File: config.mk
export PLATFORM = sky130hd
export DESIGN_NAME = store_queue_ctrl
export DESIGN_NICKNAME = d
export VERILOG_FILES = /design/src/rtl/store_queue_ctrl.sv
export SDC_FILE = /design/constraint.sdc
export NUM_CORES = 1
export LEC_CHECK = 0
export BUFFER_PORTS_ARGS = -buffer_cell sky130_fd_sc_hd__buf_2
export CAP_MARGIN = 20
export CORE_ASPECT_RATIO = 0.9
export CORE_MARGIN = 2
export CORE_UTILIZATION = 30
export CTS_CLUSTER_DIAMETER = 100
export DETAILED_ROUTE_END_ITERATION = 7
export GPL_ROUTABILITY_DRIVEN = 0
export GPL_TIMING_DRIVEN = 0
export PLACE_DENSITY = 0.52
export SETUP_SLACK_MARGIN = 0.05
export SLEW_MARGIN = 15
export SYNTH_ARGS = -nofsm -noshare
export SYNTH_HDL_FRONTEND = slang
export SYNTH_SLANG_ARGS = --single-unit
File: constraint.sdc
create_clock -name clk -period 4.6 [get_ports clk]
set_input_delay 0.23 -clock clk [delete_from_list [all_inputs] [get_ports clk]]
set_output_delay 0.23 -clock clk [all_outputs]
set_load 0.005 [all_outputs]
File: src/rtl/store_queue_ctrl.sv
// Purpose: in-order store queue that decodes SB/SH/SW into lane-aligned memory writes, with fence drain.
// Latency: one cycle from store acceptance to mem_valid; no same-cycle bypass from request to memory.
// Backpressure: req_ready drops when the queue is full, while draining, or in reset; mem_ready=0 holds the head entry.
//
// Ports:
//   clk, rst                   single clock, synchronous active-high reset
//   req_valid/req_ready        store request handshake
//   req_base, req_imm          effective address operands (ea = base + imm)
//   req_data, req_func3        rs2 data and store width (000 SB, 001 SH, 010 SW)
//   mem_valid/mem_ready        write handshake towards data memory
//   mem_addr/wdata/wstrb       head entry: word address, lane-replicated data, byte enables
//   st_err                     one-cycle pulse after an illegal or misaligned store is accepted
//   fence_req/fence_done       level drain request and "drained" indication
//   count                      current queue occupancy
module store_queue_ctrl #(
    parameter int DEPTH = 4  // power of 2, at least 2
) (
    input  logic                     clk,
    input  logic                     rst,
    input  logic                     req_valid,
    output logic                     req_ready,
    input  logic [31:0]              req_base,
    input  logic [31:0]              req_imm,
    input  logic [31:0]              req_data,
    input  logic [2:0]               req_func3,
    output logic                     mem_valid,
    input  logic                     mem_ready,
    output logic [31:0]              mem_addr,
    output logic [31:0]              mem_wdata,
    output logic [3:0]               mem_wstrb,
    output logic                     st_err,
    input  logic                     fence_req,
    output logic                     fence_done,
    output logic [$clog2(DEPTH):0]   count
);

    localparam int AW = $clog2(DEPTH);

    localparam logic [0:0] ST_RUN   = 1'b0;
    localparam logic [0:0] ST_DRAIN = 1'b1;

    logic [0:0]    state;
    logic [AW-1:0] wr_ptr;
    logic [AW-1:0] rd_ptr;
    logic          err_q;

    logic [31:0]   q_addr  [DEPTH];
    logic [31:0]   q_wdata [DEPTH];
    logic [3:0]    q_wstrb [DEPTH];

    logic [31:0]   ea;
    logic          legal;
    logic [31:0]   enq_wdata;
    logic [3:0]    enq_wstrb;
    logic          accept;
    logic          push;
    logic          pop;

    // count never exceeds DEPTH, so its MSB is set exactly when the queue is full.
    // rst gates readiness so no store is taken while reset is held.
    assign req_ready = !rst && !count[AW] && (state == ST_RUN);
    assign accept    = req_valid && req_ready;
    assign push      = accept && legal;

    assign mem_valid = (count != '0);
    assign pop       = mem_valid && mem_ready;

    // Head outputs are forced to zero when empty so stale storage never leaks out.
    assign mem_addr  = mem_valid ? q_addr[rd_ptr]  : '0;
    assign mem_wdata = mem_valid ? q_wdata[rd_ptr] : '0;
    assign mem_wstrb = mem_valid ? q_wstrb[rd_ptr] : '0;

    assign st_err     = err_q;
    assign fence_done = (state == ST_DRAIN) && (count == '0);

    always_comb begin
        ea        = req_base + req_imm;
        legal     = 1'b0;
        enq_wdata = '0;
        enq_wstrb = '0;
        case (req_func3)
            3'b000: begin
                legal     = 1'b1;
                enq_wdata = {4{req_data[7:0]}};
                enq_wstrb = 4'b0001 << ea[1:0];
            end
            3'b001: begin
                legal     = !ea[0];
                enq_wdata = {2{req_data[15:0]}};
                enq_wstrb = 4'b0011 << ea[1:0];
            end
            3'b010: begin
                legal     = (ea[1:0] == 2'b00);
                enq_wdata = req_data;
                enq_wstrb = 4'b1111;
            end
            default: legal = 1'b0;
        endcase
    end

    // Payload storage carries no reset; validity is tracked by the pointers and count.
    always_ff @(posedge clk) begin
        if (push) begin
            q_addr[wr_ptr]  <= {ea[31:2], 2'b00};
            q_wdata[wr_ptr] <= enq_wdata;
            q_wstrb[wr_ptr] <= enq_wstrb;
        end
    end

    always_ff @(posedge clk) begin
        if (rst) begin
            state  <= ST_RUN;
            wr_ptr <= '0;
            rd_ptr <= '0;
            count  <= '0;
            err_q  <= 1'b0;
        end else begin
            // Pointers are AW bits wide, so they wrap modulo DEPTH on their own.
            if (push) wr_ptr <= wr_ptr + 1'b1;
            if (pop)  rd_ptr <= rd_ptr + 1'b1;
            case ({push, pop})
                2'b10:   count <= count + 1'b1;
                2'b01:   count <= count - 1'b1;
                default: count <= count;
            endcase
            err_q <= accept && !legal;
            case (state)
                ST_RUN:   if (fence_req)  state <= ST_DRAIN;
                ST_DRAIN: if (!fence_req) state <= ST_RUN;
                default:  state <= ST_RUN;
            endcase
        end
    end

endmodule

==> impl_metrics.yaml, run 1 <==
outcome:
  outcome: "finished, final reports clean"
yosys:
  yosys_most_used_dff: "sky130_fd_sc_hd__edfxtp_1"
  synthesis.instances: 853
  synth.avg_cell_area_um2: 15.1
  synth-edff-count: 264
  synthArstFlopShare_pct: 0
  synthTopCellsByArea: "sky130_fd_sc_hd__edfxtp_1 61%, sky130_fd_sc_hd__mux4_2 12%, sky130_fd_sc_hd__and2_1 3.8%, sky130_fd_sc_hd__ha_1 3.5%, sky130_fd_sc_hd__a21oi_1 2.7%"
  synth.ff_latch_count: 275
  synth_cell_types: 70
  synth_area_um2: 12900
  netlist.area_leader.share_pct: 61.5
  yosysSeqAreaShare_pct: 63.2
  yosys_warnings: 0
  post-synth-top-area-cell: "sky130_fd_sc_hd__edfxtp_1"
pwr:
  netSwitchingFraction_pct: 23.0
  power.density_cell_area_nw_per_um2: 381
  share_clk_of_total_power_pct: 39.6
  sequentialPowerShare_pct: 47.6
  combinationalPowerShare_pct: 12.7
  switchingPower_mw: 1.37
  internal-power_mw: 4.57
  static_power_due_to_leakage_nw: 5.62
  power.ir.vdd_worst_mv: 0.282
die:
  die_area_um2: 44700
  die_h_um: 201
  core_region_area_um2: 42700
  initial_standard_cell_utilization_of_the_core_pct: 30.2
  die-width_um: 223
  placementRows: 72
  floorplan.io_pins: 179
final_layout:
  insertedDiodeCount: 0
  final_cell_area_um2: 15600
  nets: 1208
  final_cell_mix: "264 x sky130_fd_sc_hd__edfxtp_1, 180 x sky130_fd_sc_hd__buf_2, 78 x sky130_fd_sc_hd__nor2_1, 75 x sky130_fd_sc_hd__and2_1, 69 x sky130_fd_sc_hd__a21oi_1"
  commonest_non_fill_non_tap_cell_in_the_layout: "sky130_fd_sc_hd__edfxtp_1"
  fill_cells: 4129
  finish.cell_count_without_fillers: 1642
  syn2layout_area_growth_pct: 20.8
  multi_input_comb_area_um2: 4480
  ratio_of_cells_with_drive_above_1_in_the_final_layout_pct: 29.3
  fin_util_pct: 36.5
  ff_latch_area_um2: 8150
timing:
  report.final.hold_viol_count: 0
  rsz0062_at_grt: "no"
  timing.fmax_mhz: 309
  clock_skew_ns: 0.00872
  worst_slew_margin_rel_pct: 38.7
  final_max_slew_viol_count: 0
  timing.final.setup_violations: 0
  timing.final.crit_share_pct: 70.4
  worst_slew_pin_slew_ns: 0.920
  final_period_minus_worst_setup_slack_ns: 3.24
  fin_worst_hold_slack_ns: 0.0977
place:
  place.detailed.hpwl_mm: 21.8
  portBuffers: 174
  dpl.cell_count: 1587
  place_area_um2: 14600
clocking:
  tritoncts_num_sinks: 275
  cts_tree: "built"
  h-tree-depth: 1
  clock_tree.root_cell: "sky130_fd_sc_hd__clkbuf_16"
  cts.path.max_buffers: 3
  cts-buffers-inserted: 30
  clk_pin_slew_worst_paths_ns: 0.06
  postCtsSetupRepairBufs: 0
  clock_latency_ns: 0.54
critical_path:
  setup.worst_path.start_class: "input port"
  required_ns: 5.07
  worst-endpoint-arrival_ns: 3.71
  critical-path-slowest-cell: "sky130_fd_sc_hd__fa_1"
  path_cells: "buf_2 > ha_1 > inv_1 > fa_1 > nand2b_1 > a21oi_1 > o21bai_1 > nor2_1 > inv_1 > ha_1 > inv_1 > fa_1 > xor2_1 > or3_1 > a21oi_1"
  reg2reg_slack_ns: 2.21
  critPathCaptureType: "flop"
  largest_stage_delay_on_the_critical_path_ns: 0.63
  critical_path_class: "input port to flop"
  path_common_cell: "sky130_fd_sc_hd__inv_1"
  cp_max_fo: 7
routing:
  drt_wl_total_mm: 31.3
  detailedRoute.firstIterationViolations: 587
  detail_route.vias_per_cell: 4.84
  drt.antenna.violating_nets: 0
  detail_route.drc_violations: 0
  drtPass1Iterations: 5
  wl_per_cell_um: 19.1
  dr_total_vias: 7954
job:
  max_cap_viol_count: 0
global_routing:
  vias_in_the_first_global_route: 8137
  grt_usage_pct: 13.7
  grt_pass1_wl_mm: 47.2
  overflow: 0
  grt_antenna_before_repair: 0
  pin_count_of_the_biggest_net_entering_global_routing: 37
hold_path:
  min_path_type: "input port to flop"
==> cells in the mapped netlist, types with 17 or more instances <==
cell type / number
sky130_fd_sc_hd__nand2_1: 24
sky130_fd_sc_hd__inv_1: 20
sky130_fd_sc_hd__mux4_2: 66
sky130_fd_sc_hd__ha_1: 36
sky130_fd_sc_hd__clkbuf_1: 23
sky130_fd_sc_hd__nor2_1: 78
sky130_fd_sc_hd__edfxtp_1: 264
sky130_fd_sc_hd__xnor2_1: 17
sky130_fd_sc_hd__and2_1: 79
sky130_fd_sc_hd__a21oi_1: 69
==> path summary, 6_finish.rpt <==
check              start            end  cells past startpoint
max          req_base[0]       count[2]                     15
min                  rst       count[1]                      2
min reg2reg    rd_ptr[1]           flop                      2
max reg2reg     count[2]  q_wdata[2][5]                      5
==> logic make-up after synthesis <==
logic type | Yosys count | share of synthesized area [%]
other | 1 | 0.0291
AO/OA/AOI/OAI | 141 | 7.45
buffers and inverters | 62 | 2.17
flip-flops | 275 | 63.2
XOR/XNOR | 29 | 1.97
AND/OR/NAND/NOR | 237 | 9.57
adder cells (fa/ha/maj) | 38 | 3.80
multiplexers | 70 | 11.8
==> repair_timing <==
item | CTS | global route
endpoints found under the hold margin | 2 | 0
hold buffers | 2 | 0
gates resized for setup | 0 | 0
==> state kept, by name, indices dropped and copies added (netlist names), named ones only <==
signal   cells
q_wdata    128
q_addr     120
state        1
st_err       1
q_wstrb     16
count        3
rd_ptr       2
wr_ptr       2
==> cell type report <==
cell class	count	share of cell area (%)
buffer	42	1.32
clock inverter	15	1.07
tap	555	4.46
clock buffer	38	5.15
multi-input combinational	517	28.8
timing repair buffer	180	6.43
sequential	275	52.3
inverter	20	0.482
==> metal layers <==
layer | vias to the layer above | track usage, % | wire [µm]
met5 | - | 0 | 0
li1 | 3717 | - | -
met1 | 3941 | 18.6 | 13900
met2 | 265 | 23.5 | 15200
met4 | 0 | 2.59 | 460
met3 | 31 | 2.12 | 1710
==> worst max-delay path, delay by kind of cell <==
family	cells	cell delay, ns
and+or+nand+nor	3	0.70
buffers and inverters	4	0.36
xor gates and xnor gates	1	0.16
adders and majority gates	4	1.60
AOI/OAI and AO/OA	3	0.65
==> power by group through the flow <==
stage	Combinational, mW	Clock, mW	Sequential (mW)
2_1_floorplan	0.487	0	2.88
3_3_place_gp	0.758	0	2.88
3_5_place_dp	0.771	0	2.88
4_1_cts	0.775	2.43	2.83
5_1_grt	0.844	2.53	2.83
6_report	0.757	2.35	2.83
==> stage by stage <==
stage	power, mW	TNS [ns]	setup slack [ns]
2_1_floorplan	3.37	0	0.973
4_1_cts	6.03	0	1.16
6_report	5.94	0	1.36
3_5_place_dp	3.65	0	0.726
3_3_place_gp	3.64	-345.05	-1.33
5_1_grt	6.20	0	1.06
(Power assumes the default switching activity.)
==> inputs of run 2 (changes only) <==
Settings changed: PLACE_DENSITY 0.52 to 0.54.
Clock period 4.6 ns to 2.8 ns, I/O delays scaled along.
==> impl_metrics.yaml, run 2 (synthesis gave the netlist of run 1 again) <==
outcome:
  outcome: "finished, final reports clean"
global_routing:
  grt_usage_pct: 13.8
  vias_in_the_first_global_route: 8098
  overflow: 0
  grt_antenna_before_repair: 1
  grt_pass1_wl_mm: 47.5
  pin_count_of_the_biggest_net_entering_global_routing: 40
timing:
  timing.fmax_mhz: 390
  fin_worst_hold_slack_ns: 0.00611
  report.final.hold_viol_count: 0
  worst_slew_pin_slew_ns: 0.912
  final_max_slew_viol_count: 0
  timing.final.setup_violations: 0
  timing.final.crit_share_pct: 91.6
  rsz0062_at_grt: "yes"
  final_period_minus_worst_setup_slack_ns: 2.56
  clock_skew_ns: 0.0210
  worst_slew_margin_rel_pct: 39.2
clocking:
  postCtsSetupRepairBufs: 0
  clock_latency_ns: 0.55
  h-tree-depth: 1
  cts.path.max_buffers: 3
  clk_pin_slew_worst_paths_ns: 0.06
  cts_tree: "built"
  cts-buffers-inserted: 30
  clock_tree.root_cell: "sky130_fd_sc_hd__clkbuf_16"
  tritoncts_num_sinks: 275
final_layout:
  largestRegisters: "q_wdata x128, q_addr x120, q_wstrb x16"
  largest_register_ffs: 128
  final_cell_mix: "264 x sky130_fd_sc_hd__edfxtp_1, 177 x sky130_fd_sc_hd__buf_2, 77 x sky130_fd_sc_hd__nor2_1, 75 x sky130_fd_sc_hd__and2_1, 69 x sky130_fd_sc_hd__a21oi_1"
  syn2layout_area_growth_pct: 22.0
  ratio_of_cells_with_drive_above_1_in_the_final_layout_pct: 31.0
  nets: 1209
  top_register: "q_wdata"
  commonest_non_fill_non_tap_cell_in_the_layout: "sky130_fd_sc_hd__edfxtp_1"
  insertedDiodeCount: 0
  fin_util_pct: 36.9
  fill_cells: 4138
job:
  max_cap_viol_count: 0
die:
  core_region_area_um2: 42700
  placementRows: 72
  floorplan.io_pins: 179
  die_h_um: 201
  die-width_um: 223
  initial_standard_cell_utilization_of_the_core_pct: 30.2
  die_area_um2: 44700
routing:
  drt.antenna.violating_nets: 0
  wl_per_cell_um: 19.2
  detail_route.vias_per_cell: 4.84
  drtPass1Iterations: 5
  drt_wl_total_mm: 31.6
  dr_total_vias: 7961
  detailedRoute.firstIterationViolations: 415
  detail_route.drc_violations: 0
critical_path:
  worstReg2RegEnd: "count[2]"
  worst-endpoint-arrival_ns: 2.78
  r2r_startpoint: "count[2]"
  setup.worst_path.start_class: "input port"
  path_cells: "buf_2 > ha_1 > inv_1 > fa_2 > nand2b_1 > a21oi_1 > o21bai_4 > nor2_4 > and2_4 > buf_16"
  required_ns: 3.02
  crit_path_start: "req_base[0]"
  timing.reg2reg.worst_path_depth: 8
  critPathCaptureType: "flop"
  largest_stage_delay_on_the_critical_path_ns: 0.65
  cp_max_fo: 36
  critical-path-slowest-cell: "sky130_fd_sc_hd__fa_2"
  reg2reg_slack_ns: 0.49
  timing.critical_path.to: "q_wdata[2][10]"
  critical_path_class: "input port to flop"
pwr:
  sequentialPowerShare_pct: 45.8
  netSwitchingFraction_pct: 23.1
  power.density_cell_area_nw_per_um2: 644
  static_power_due_to_leakage_nw: 5.71
  power.ir.vdd_worst_mv: 0.433
  share_clk_of_total_power_pct: 41.7
  internal-power_mw: 7.80
  combinationalPowerShare_pct: 12.5
  switchingPower_mw: 2.34
place:
  portBuffers: 174
  place.detailed.hpwl_mm: 21.6
hold_path:
  min_path_type: "input port to flop"
## run 2: changes by cell type in the layout (fill, tap and decap cells not counted), sizes merged
| cell | previous run | this run |
|---|---|---|
| clkdlybuf4s15 | 0 | 1 |
| buf | 195 | 192 |
| clkbuf | 62 | 59 |
| clkinv | 11 | 14 |
| bufinv | 4 | 7 |
| inv | 20 | 21 |
| and2 | 79 | 80 |
| clkinvlp | 0 | 1 |
## run 2: layout make-up
class                      count  area, µm²  area share, %
buffer                        42        235           1.49
sequential                   275       8150           51.8
tap                          555        694           4.41
timing repair buffer         180       1000           6.36
multi-input combinational    518       4520           28.7
inverter                      20       75.1          0.477
clock inverter                23        285           1.81
clock buffer                  33        783           4.98
## run 2: through the flow
stage	power, mW	setup TNS [ns]	instance area, µm²	setup WS, ns	std cells
final	10.1	0	15700	0.235	1646
after global routing	10.5	0	15700	0.0444	1646
after CTS	10.3	0	15700	0.0660	1646
after detailed placement	6.00	-178.82	14600	-0.768	1587
after global placement	5.97	-407.98	14500	-1.51	1583
after floorplan	5.53	-7.63	12900	-0.0289	854
## run 2: per-layer routing
metal / share of wire, % / wire (µm) / vias to the layer above / GRT usage, %
li1: - / - / 3716 / -
met1: 45 / 14300 / 3964 / 19.0
met2: 48 / 15000 / 238 / 22.9
met3: 5.2 / 1650 / 41 / 2.43
met4: 1.8 / 572 / 2 / 2.90
met5: 0.051 / 16 / - / 0
## run 2: worst min-delay path by stage
stage	slack [ns]	depth (start not counted)	to	start
2_1_floorplan	0.27	1	state	fence_req
3_3_place_gp	0.35	2	state	fence_req
3_5_place_dp	0.37	2	state	fence_req
4_1_cts	0.004	2	q_wdata[2][5]	req_data[5]
5_1_grt	0.03	2	wr_ptr[1]	rst
6_report	0.006	2	rd_ptr[0]	rst
## run 2: critical path: cells and delay by family
kind	cells	cell delay (ns)
AO/OA/AOI/OAI	2	0.41
AND/OR/NAND/NOR	3	0.90
buffers and inverters	3	0.45
adder cells (fa/ha/maj)	2	0.84
## run 2: power by group through the flow
| stage | clock (mW) | sequential (mW) | combinational, mW |
|---|---|---|---|
| after floorplan | 0 | 4.73 | 0.800 |
| after global placement | 0 | 4.73 | 1.24 |
| after detailed placement | 0 | 4.73 | 1.27 |
| after CTS | 4.33 | 4.64 | 1.28 |
| after global routing | 4.50 | 4.65 | 1.41 |
| final | 4.23 | 4.65 | 1.27 |
## run 2: timing repair
| item | 4_1_cts | 5_1_grt |
|---|---|---|
| pin swaps | 3 | 0 |
| endpoints found under the setup margin | 209 | 163 |
| endpoints found under the hold margin | 2 | 0 |
| cloned | 1 | 0 |
| hold buffers | 2 | 0 |
| gates resized for setup | 21 | 5 |
==> inputs of run 3 (changes only) <==
Settings changed: CORE_ASPECT_RATIO 0.9 to not set.
==> impl_metrics.yaml, run 3 (synthesis gave the netlist of run 1 again) <==
critical_path:
  worst-endpoint-arrival_ns: 2.38
  critPathBufInv: 3
  critical-path-slowest-cell: "sky130_fd_sc_hd__buf_2"
  required_ns: 2.66
  critical_path_class: "flop to output pin"
  path_cells: "clkbuf_2 > buf_2 > mux4_2 > and2_1 > buf_2"
  critPathCaptureType: "output pin"
  cp_max_fo: 10
  largest_stage_delay_on_the_critical_path_ns: 0.41
  critPathTopFamily: "buffers and inverters"
  path_common_cell: "sky130_fd_sc_hd__buf_2"
  setup.worst_path.start_class: "flop"
pwr:
  static_power_due_to_leakage_nw: 5.68
  power.ir.vdd_worst_mv: 0.365
  p_total_mw: 9.56
  power.density_cell_area_nw_per_um2: 611
routing:
  drtPass1Iterations: 5
  dr_total_vias: 7918
  detailedRoute.firstIterationViolations: 497
  wl_per_cell_um: 19.8
  drt.antenna.violating_nets: 0
  detail_route.drc_violations: 0
  detail_route.vias_per_cell: 4.84
  drt_wl_total_mm: 32.4
clocking:
  h-tree-depth: 1
  cts_tree: "built"
  cts.path.max_buffers: 3
  cts-buffers-inserted: 30
  clock_tree.root_cell: "sky130_fd_sc_hd__clkbuf_16"
  clk_pin_slew_worst_paths_ns: 0.06
  tritoncts_num_sinks: 275
  clock_latency_ns: 0.56
final_layout:
  commonest_non_fill_non_tap_cell_in_the_layout: "sky130_fd_sc_hd__edfxtp_1"
  insertedDiodeCount: 0
  ratio_of_cells_with_drive_above_1_in_the_final_layout_pct: 31.1
  top_register: "q_wdata"
  largest_register_ffs: 128
  fill_cells: 4094
  final_cell_mix: "264 x sky130_fd_sc_hd__edfxtp_1, 177 x sky130_fd_sc_hd__buf_2, 77 x sky130_fd_sc_hd__nor2_1, 75 x sky130_fd_sc_hd__and2_1, 69 x sky130_fd_sc_hd__a21oi_1"
  final_cell_area_um2: 15600
  syn2layout_area_growth_pct: 21.3
  nets: 1218
  largestRegisters: "q_wdata x128, q_addr x120, q_wstrb x16"
timing:
  timing.final.setup_violations: 0
  worst_slew_margin_rel_pct: 44.9
  setup_total_negative_slack_ns: 0
  worst_slew_pin_slew_ns: 0.827
  rsz0062_at_grt: "no"
  timing.final.crit_share_pct: 89.9
  report.final.hold_viol_count: 0
  final_period_minus_worst_setup_slack_ns: 2.52
  clock_skew_ns: 0.0132
  timing.fmax_mhz: 397
  final_max_slew_viol_count: 0
die:
  core_region_area_um2: 42200
  die_area_um2: 44700
  die-width_um: 211
  placementRows: 75
  die_h_um: 211
  initial_standard_cell_utilization_of_the_core_pct: 30.5
  floorplan.io_pins: 179
global_routing:
  grt_pass1_wl_mm: 48.0
  pin_count_of_the_biggest_net_entering_global_routing: 40
  grt_antenna_before_repair: 0
  overflow: 0
  vias_in_the_first_global_route: 8069
  grt_usage_pct: 14.2
job:
  max_cap_viol_count: 0
place:
  place_area_um2: 14600
  place.detailed.hpwl_mm: 21.3
  portBuffers: 174
outcome:
  outcome: "finished, final reports clean"
hold_path:
  min_path_type: "input port to flop"
run 3: cell types whose count changed in the layout (fill, tap and decap cells not counted), sizes merged:
cell / before / now
clkinvlp: 1 / 0
clkdlybuf4s15: 1 / 2
bufinv: 7 / 1
clkbuf: 59 / 62
dlygate4sd3: 2 / 4
and2: 80 / 83
buf: 192 / 197
run 3: area by class of cell:
class	instances	area, µm²	area share (%)
Sequential cell	275	8150	52.1
Tap cell	539	674	4.31
Inverter	20	75.1	0.480
Clock inverter	16	123	0.784
Clock buffer	38	781	4.99
Buffer	42	243	1.55
Multi-Input combinational cell	521	4550	29.1
Timing Repair Buffer	186	1050	6.72
run 3: worst paths after layout:
path	to	cells after the start	start	slack, ns
worst max-delay path	mem_wdata[2]	5	flop	0.28
worst min-delay path	q_wdata[1][6]	2	req_data[6]	0.04
worst max register to register	count[2]	8	count[2]	0.47
worst min register to register	count[2]	2	count[2]	0.52
run 3: metrics by stage:
step	utilization (%)	hold slack (ns)	cells	setup slack [ns]
3_3_place_gp	34.2	0.351	1567	-1.49
2_1_floorplan	-	0.268	854	-0.0289
6_report	37.0	0.0395	1637	0.283
4_1_cts	36.9	0.00326	1633	0.0731
5_1_grt	37.0	0.0249	1637	0.0795
3_5_place_dp	34.5	0.354	1571	-0.754
run 3: power by group:
group	switching [mW]	internal [mW]
Combinational	0.745	0.525
Sequential	0.00938	4.64
Clock	1.58	2.06
Total	2.33	7.22
run 3: what timing repair did:
| item | in CTS | in global routing |
|---|---|---|
| gates cloned | 4 | 0 |
| endpoints found under the setup margin | 221 | 161 |
| gates resized for setup | 24 | 4 |
| setup buffers | 0 | 4 |
| hold buffers | 4 | 0 |
| pin swaps | 4 | 1 |
| hold endpoints to repair | 6 | 0 |
run 3: layer usage:
layer	global-route usage (%)	up-vias	routed length, µm
li1	-	3731	-
met1	18.7	3943	14300
met2	25.2	209	16200
met3	1.81	35	1430
met4	3.11	0	482
met5	0	-	0
